===== config.mk =====
export PLATFORM = sky130hd
export DESIGN_NAME = assoc_tag_store
export DESIGN_NICKNAME = d
export VERILOG_FILES = /design/src/rtl/assoc_tag_store.sv
export SDC_FILE = /design/constraint.sdc
export NUM_CORES = 2
export LEC_CHECK = 0
export BUFFER_PORTS_ARGS = -buffer_cell sky130_fd_sc_hd__buf_2
export CAP_MARGIN = 20
export CORE_ASPECT_RATIO = 0.5
export CORE_MARGIN = 3
export CORE_UTILIZATION = 60
export CTS_BUF_LIST = sky130_fd_sc_hd__clkbuf_16
export CTS_CLUSTER_DIAMETER = 100
export DETAILED_ROUTE_END_ITERATION = 16
export PLACE_DENSITY = 0.78
export SYNTH_ARGS = -nofsm -noshare
export SYNTH_HDL_FRONTEND = slang
export SYNTH_SLANG_ARGS = --single-unit

===== constraint.sdc =====
create_clock -name clk_i -period 10.8 [get_ports clk_i]
set_input_delay 0.54 -clock clk_i [delete_from_list [all_inputs] [get_ports clk_i]]
set_output_delay 0.54 -clock clk_i [all_outputs]
set_load 0.1 [all_outputs]

===== src/rtl/assoc_tag_store.sv =====
// Fully associative tag/data store with a one-deep registered lookup response.
//
// Lookups search every valid entry in the accept cycle and return hit/way/data
// one cycle later over a valid/ready handshake. Fills overwrite a matching
// entry in place, else the lowest-index invalid entry, else the PLRU victim.
// used_o reports the entry touched this cycle so an external plru_tree can
// update its state; plru_i is that tree's one-hot victim.
//
// Ports:
//   clk_i, rst_ni                      clock, asynchronous active-low reset
//   flush_i                            invalidate all entries at the next edge
//   lookup_valid_i/ready_o, _tag_i     lookup request handshake and tag
//   resp_valid_o/ready_i               registered response handshake
//   resp_hit_o, resp_way_o, resp_data_o  hit flag, one-hot way, payload (zero on miss)
//   fill_valid_i/ready_o, _tag_i, _data_i  fill request handshake and contents
//   used_o                             one-hot entry touched this cycle
//   plru_i                             one-hot replacement victim
module assoc_tag_store #(
    parameter int unsigned ENTRIES    = 16,
    parameter int unsigned TAG_WIDTH  = 20,
    parameter int unsigned DATA_WIDTH = 32
) (
    input  logic                  clk_i,
    input  logic                  rst_ni,
    input  logic                  flush_i,
    input  logic                  lookup_valid_i,
    output logic                  lookup_ready_o,
    input  logic [TAG_WIDTH-1:0]  lookup_tag_i,
    output logic                  resp_valid_o,
    input  logic                  resp_ready_i,
    output logic                  resp_hit_o,
    output logic [ENTRIES-1:0]    resp_way_o,
    output logic [DATA_WIDTH-1:0] resp_data_o,
    input  logic                  fill_valid_i,
    output logic                  fill_ready_o,
    input  logic [TAG_WIDTH-1:0]  fill_tag_i,
    input  logic [DATA_WIDTH-1:0] fill_data_i,
    output logic [ENTRIES-1:0]    used_o,
    input  logic [ENTRIES-1:0]    plru_i
);

    typedef enum logic {StEmpty, StFull} resp_state_e;

    logic [ENTRIES-1:0]    valid_q;
    logic [TAG_WIDTH-1:0]  tag_q  [ENTRIES];
    logic [DATA_WIDTH-1:0] data_q [ENTRIES];

    resp_state_e           resp_state_q;
    logic                  resp_hit_q;
    logic [ENTRIES-1:0]    resp_way_q;
    logic [DATA_WIDTH-1:0] resp_data_q;

    logic [ENTRIES-1:0]    lookup_match;
    logic [ENTRIES-1:0]    fill_match;
    logic [ENTRIES-1:0]    first_invalid;
    logic [ENTRIES-1:0]    fill_target;
    logic [DATA_WIDTH-1:0] lookup_data;
    logic                  invalid_found;
    logic                  lookup_accept;
    logic                  fill_accept;

    // Handshakes: flush blocks everything, fill takes priority over lookup.
    assign fill_ready_o   = !flush_i;
    assign lookup_ready_o = !flush_i && !fill_valid_i &&
                            ((resp_state_q == StEmpty) || resp_ready_i);
    assign fill_accept    = fill_valid_i && fill_ready_o;
    assign lookup_accept  = lookup_valid_i && lookup_ready_o;

    // Tag compare for both request ports, plus the hit payload mux.
    always_comb begin
        lookup_match = '0;
        fill_match   = '0;
        lookup_data  = '0;
        for (int unsigned i = 0; i < ENTRIES; i++) begin
            lookup_match[i] = valid_q[i] && (tag_q[i] == lookup_tag_i);
            fill_match[i]   = valid_q[i] && (tag_q[i] == fill_tag_i);
            lookup_data     = lookup_data | (data_q[i] & {DATA_WIDTH{lookup_match[i]}});
        end
    end

    // Lowest-index invalid entry as a one-hot vector.
    always_comb begin
        first_invalid = '0;
        invalid_found = 1'b0;
        for (int unsigned i = 0; i < ENTRIES; i++) begin
            if (!valid_q[i] && !invalid_found) begin
                first_invalid[i] = 1'b1;
                invalid_found    = 1'b1;
            end
        end
    end

    // Fill target: in-place update keeps tags unique, then free slot, then victim.
    always_comb begin
        if (|fill_match) begin
            fill_target = fill_match;
        end else if (invalid_found) begin
            fill_target = first_invalid;
        end else if ($onehot(plru_i)) begin
            fill_target = plru_i;
        end else begin
            fill_target = {{(ENTRIES-1){1'b0}}, 1'b1};
        end
    end

    always_comb begin
        if (fill_accept) begin
            used_o = fill_target;
        end else if (lookup_accept) begin
            used_o = lookup_match;
        end else begin
            used_o = '0;
        end
    end

    always_ff @(posedge clk_i or negedge rst_ni) begin
        if (!rst_ni) begin
            valid_q <= '0;
        end else if (flush_i) begin
            valid_q <= '0;
        end else if (fill_accept) begin
            valid_q <= valid_q | fill_target;
        end
    end

    // Tag and data storage needs no reset; valid bits gate every use.
    always_ff @(posedge clk_i) begin
        for (int unsigned i = 0; i < ENTRIES; i++) begin
            if (fill_accept && fill_target[i]) begin
                tag_q[i]  <= fill_tag_i;
                data_q[i] <= fill_data_i;
            end
        end
    end

    // One-deep response register; contents only change on a new accept.
    always_ff @(posedge clk_i or negedge rst_ni) begin
        if (!rst_ni) begin
            resp_state_q <= StEmpty;
            resp_hit_q   <= 1'b0;
            resp_way_q   <= '0;
            resp_data_q  <= '0;
        end else begin
            case (resp_state_q)
                StEmpty: begin
                    if (lookup_accept) begin
                        resp_state_q <= StFull;
                    end
                end
                StFull: begin
                    if (resp_ready_i && !lookup_accept) begin
                        resp_state_q <= StEmpty;
                    end
                end
                default: resp_state_q <= StEmpty;
            endcase
            if (lookup_accept) begin
                resp_hit_q  <= |lookup_match;
                resp_way_q  <= lookup_match;
                resp_data_q <= lookup_data;
            end
        end
    end

    assign resp_valid_o = (resp_state_q == StFull);
    assign resp_hit_o   = resp_hit_q;
    assign resp_way_o   = resp_way_q;
    assign resp_data_o  = resp_data_q;

    // Duplicate tags can only come from a corrupted store.
    lookup_onehot_a: assert property (@(posedge clk_i) disable iff (!rst_ni)
        lookup_accept |-> $onehot0(lookup_match));

    plru_onehot_a: assert property (@(posedge clk_i) disable iff (!rst_ni)
        (fill_accept && !(|fill_match) && !invalid_found) |-> $onehot(plru_i));

endmodule


==> results_tabular.tex <==
\begin{tabular}{lr}
\hline
Metric & Value \\
\hline
\multicolumn{2}{l}{\textbf{Job}} \\
Max-cap violations & 0 \\
\multicolumn{2}{l}{\textbf{Synth}} \\
Gate count after technology mapping & 2,643 \\
Syn\_area\_per\_cell & 15.09 sq um \\
EDFF count, synth & 832 \\
Portion of synthesized cell area occupied by the leading cell type & 62.64\% \\
Warning count from the yosys run & 0 \\
Yosys cell types & 68 \\
Library cell occupying the most area in the post-synthesis netlist & edfxtp\_1 \\
Share of synthesized area occupied by flip-flops and latches & 66.78\% \\
Yosys reg bits & 898 \\
Leading post-synthesis cells by cell area & edfxtp\_1, xnor2\_1, xor2\_1, dfrtp\_1, nand4\_1 \\
Commonest cells post-synth & edfxtp\_1, xnor2\_1, xor2\_1 \\
Net count of the mapped netlist & 2,752 \\
Predominant post-synthesis flop cell & edfxtp\_1 \\
Share of flip-flops with an asynchronous set or reset & 7.350\% \\
Synthesized cell area & 0.03989 sq mm \\
Most common cell in the netlist & edfxtp\_1 \\
\multicolumn{2}{l}{\textbf{Global routing}} \\
Via count of the first global-routing pass & 25,609 \\
Wire length of the first global-routing pass & 169.1 mm \\
Maximum number of pins on one net before global-route repair & 67 \\
Total routing resource utilization after global routing & 33.30\% \\
Total congestion overflow after global routing & 0 \\
Initial antenna violation count & 3 \\
\multicolumn{2}{l}{\textbf{Worst setup path}} \\
Crit path buffers/inverters & 6 \\
Worst reg-to-reg path cell count & 10 \\
Launch point of the worst reg-to-reg path & tag\_q[0][32] \\
Critical path cell sequence & buf\_2 -> fa\_1 -> inv\_1 -> fa\_1 -> inv\_1 -> fa\_1 -> inv\_1 -> fa\_1 -> inv\_1 -> ha\_1 -> fa\_1 -> or4b\_1 -> a21oi\_1 -> nand2\_1 -> nor4\_4 -> a21oi\_1 -> or2\_2 -> o221ai\_1 -> buf\_2 \\
Top delay family on crit path & adder cells \\
Flop-to-flop setup slack & 6.61 ns \\
Critical path startpoint & plru\_i[11] \\
Category of the worst setup path launch point & input pin \\
Largest fanout on the critical path & 8 \\
Data required, critical path & 10.26 ns \\
Worst path slowest cell & nor4\_4 \\
CP peak stage delay & 0.55 ns \\
Endpoint class of the critical path & output pin \\
Capture instance of the worst register-to-register path & tag\_q[1][149] \\
Type of the worst setup path & input pin to output pin \\
Critical path arrival & 6.49 ns \\
Total stage count of the critical path & 19 \\
Most common cell type on the critical path & fa\_1 \\
\multicolumn{2}{l}{\textbf{Place}} \\
Number of instances in the placed design & 3,594 \\
\# port buffers & 161 \\
Worst setup slack before clock tree synthesis & 3.751 ns \\
Dpl hpwl & 63.66 mm \\
GPL Wtd Cong & 0.9572 \\
\multicolumn{2}{l}{\textbf{Die}} \\
Die area & 0.06979 sq mm \\
Overall die height & 188.3 microns \\
Die boundary width & 370.6 microns \\
Count of standard-cell rows & 66 \\
CORE AREA & 0.06540 sq mm \\
Initial standard-cell utilization of the core & 60.98\% \\
I/O Pins & 162 \\
\multicolumn{2}{l}{\textbf{Clock tree}} \\
CTS Root Cell & clkbuf\_16 \\
Skew-Pair Late Insertion Delay & 0.66 ns \\
CTS Sinks & 898 \\
Clock transition at path regs & 0.06 ns \\
CTS H-tree depth & 3 \\
Resize count post-CTS & 0 \\
Number of setup buffers added after CTS & 0 \\
Number of buffers created by CTS & 78 \\
CTS tree & built \\
CTS hold repair buffers & 0 \\
Max clock buf depth & 3 \\
\multicolumn{2}{l}{\textbf{Timing}} \\
Final setup vio count & 0 \\
Post-route clock period utilization & 65.09\% \\
Minimum clock period after layout & 7.030 ns \\
Fin Setup TNS & 0 ns \\
Final number of max-transition violations & 0 \\
Fin Clk Skew & 0.02818 ns \\
Unrepaired setup endpoints after global routing & no \\
Slew at the pin closest to its max-slew limit & 1.126 ns \\
Final WS setup & 3.770 ns \\
FMAX & 142.3 MHz \\
Relative slew slack & 24.97\% \\
Final count of hold timing violations & 0 \\
\multicolumn{2}{l}{\textbf{Power}} \\
Post-layout power & 7.213 mW \\
Share of total power in combinational logic & 7.7\% \\
Int Pwr & 5.499 mW \\
Net Switching & 1.714 mW \\
Sequential share of power & 53.3\% \\
Switching share of total power & 23.76\% \\
Leak pwr & 14.56 nW \\
IR Drop Worst-Case VDD & 0.1159 mV \\
Power Dens Cells & 163.5 mW/mm\^{}2 \\
Clock power share & 39.0\% \\
\multicolumn{2}{l}{\textbf{Routing}} \\
Average wire length per cell after detail routing & 31.08 microns \\
Iteration count of the initial detailed-routing pass & 6 \\
Post-DRT Antenna Nets & 0 \\
Final wirelength & 116.4 mm \\
First DRT Iteration DRCs & 3,682 \\
Number of DRC violations after detailed routing & 0 \\
Number of vias after detailed routing & 25,574 \\
Per-cell via count in the routed design & 6.832 \\
\multicolumn{2}{l}{\textbf{Run status}} \\
Status & complete, no violations \\
\multicolumn{2}{l}{\textbf{Worst hold path}} \\
Path type of the worst min-delay path & input pin to async pin \\
\multicolumn{2}{l}{\textbf{Finish}} \\
Proportion of layout cells with a drive suffix above 1 & 14.07\% \\
Post-synthesis to final-layout area growth & 10.58\% \\
Layout Utilization & 67.44\% \\
Total of fill cells in the finished design & 4,342 \\
Layout Cells excl Fill & 3,743 \\
NumNets Final & 2,901 \\
\hline
\end{tabular}
## metrics by stage
| step | area, sq um | hold WS, ns |
|---|---|---|
| global route | 44110 | 0.09508 |
| floorplan | 39890 | 0.2444 |
| CTS | 44070 | 0.05395 |
| detailed placement | 41510 | 0.4601 |
| global placement | 41510 | 0.4561 |
| finish | 44110 | 0.05250 |
## sequential cells by signal (all words and copies together) (netlist names)
register	count
data_q	512
resp_data_o	32
resp_hit_o	1
resp_valid_o	1
resp_way_o	16
tag_q	320
valid_q	16
## metal layers
metal	global-route usage [%]	wire, microns	up-vias	part of all wire [%]
met5	0	11	-	0.0095
met3	7.609	14490	371	12
met2	51.48	53130	1918	46
li1	-	-	10523	-
met4	14.92	5369	2	4.6
met1	45.65	43350	12760	37
## kinds of logic (layout without fill, tap and decap cells)
family / count (synthesis) / after routing / synth area share (%)
DFF: 898 / 898 / 66.78
xor gates and xnor gates: 637 / 637 / 14.01
and+or+nand+nor: 546 / 546 / 8.140
AOI/OAI and AO/OA: 348 / 348 / 7.089
buffers and inverters: 184 / 399 / 2.902
adders and majority gates: 15 / 15 / 0.6588
muxes: 15 / 15 / 0.4235
other: 0 / 1 / 0
## power by group through the flow
stage	clock [mW]	combinational (mW)	sequential (mW)
4_1_cts	2.82	0.545	3.85
5_1_grt	2.97	0.585	3.85
3_5_place_dp	0	0.542	3.92
2_1_floorplan	0	0.279	4.01
6_report	2.81	0.554	3.84
3_3_place_gp	0	0.535	3.92
## worst max path at each step
stage / endpoint
floorplan: data_q[0][128]
global placement: data_q[1][27]
detailed placement: data_q[1][14]
CTS: used_o[6]
global route: used_o[6]
finish: used_o[6]
## layout make-up
type	count	area, sq um	area share [%]
well taps	884	1106	2.508
multi-input cells	1561	12400	28.12
repair buffers	221	1276	2.893
flip-flops and latches	898	26640	60.39
clock inverters	67	586.8	1.330
diodes	1	2.502	0.005673
inverters	32	120.1	0.2723
clock buffers	79	1977	4.482
## layout by cell type, fill, tap and decap left out, types with 11 or more instances in the layout
cell type,instances
a21oi_1,30
a221oi_1,92
a222oi_1,13
a22o_1,92
a22oi_1,50
buf_2,161
buf_4,59
clkbuf_16,79
clkinv_1,18
dfrtp_1,66
edfxtp_1,832
inv_1,55
mux2_2,15
nand2_1,87
nand3_1,68
nand4_1,162
nor2_1,22
nor3_1,17
nor3b_1,11
nor4_1,91
nor4_4,14
o22a_1,12
or2_2,13
xnor2_1,391
xor2_1,245
Note: power is estimated with default switching activity, not from simulation.
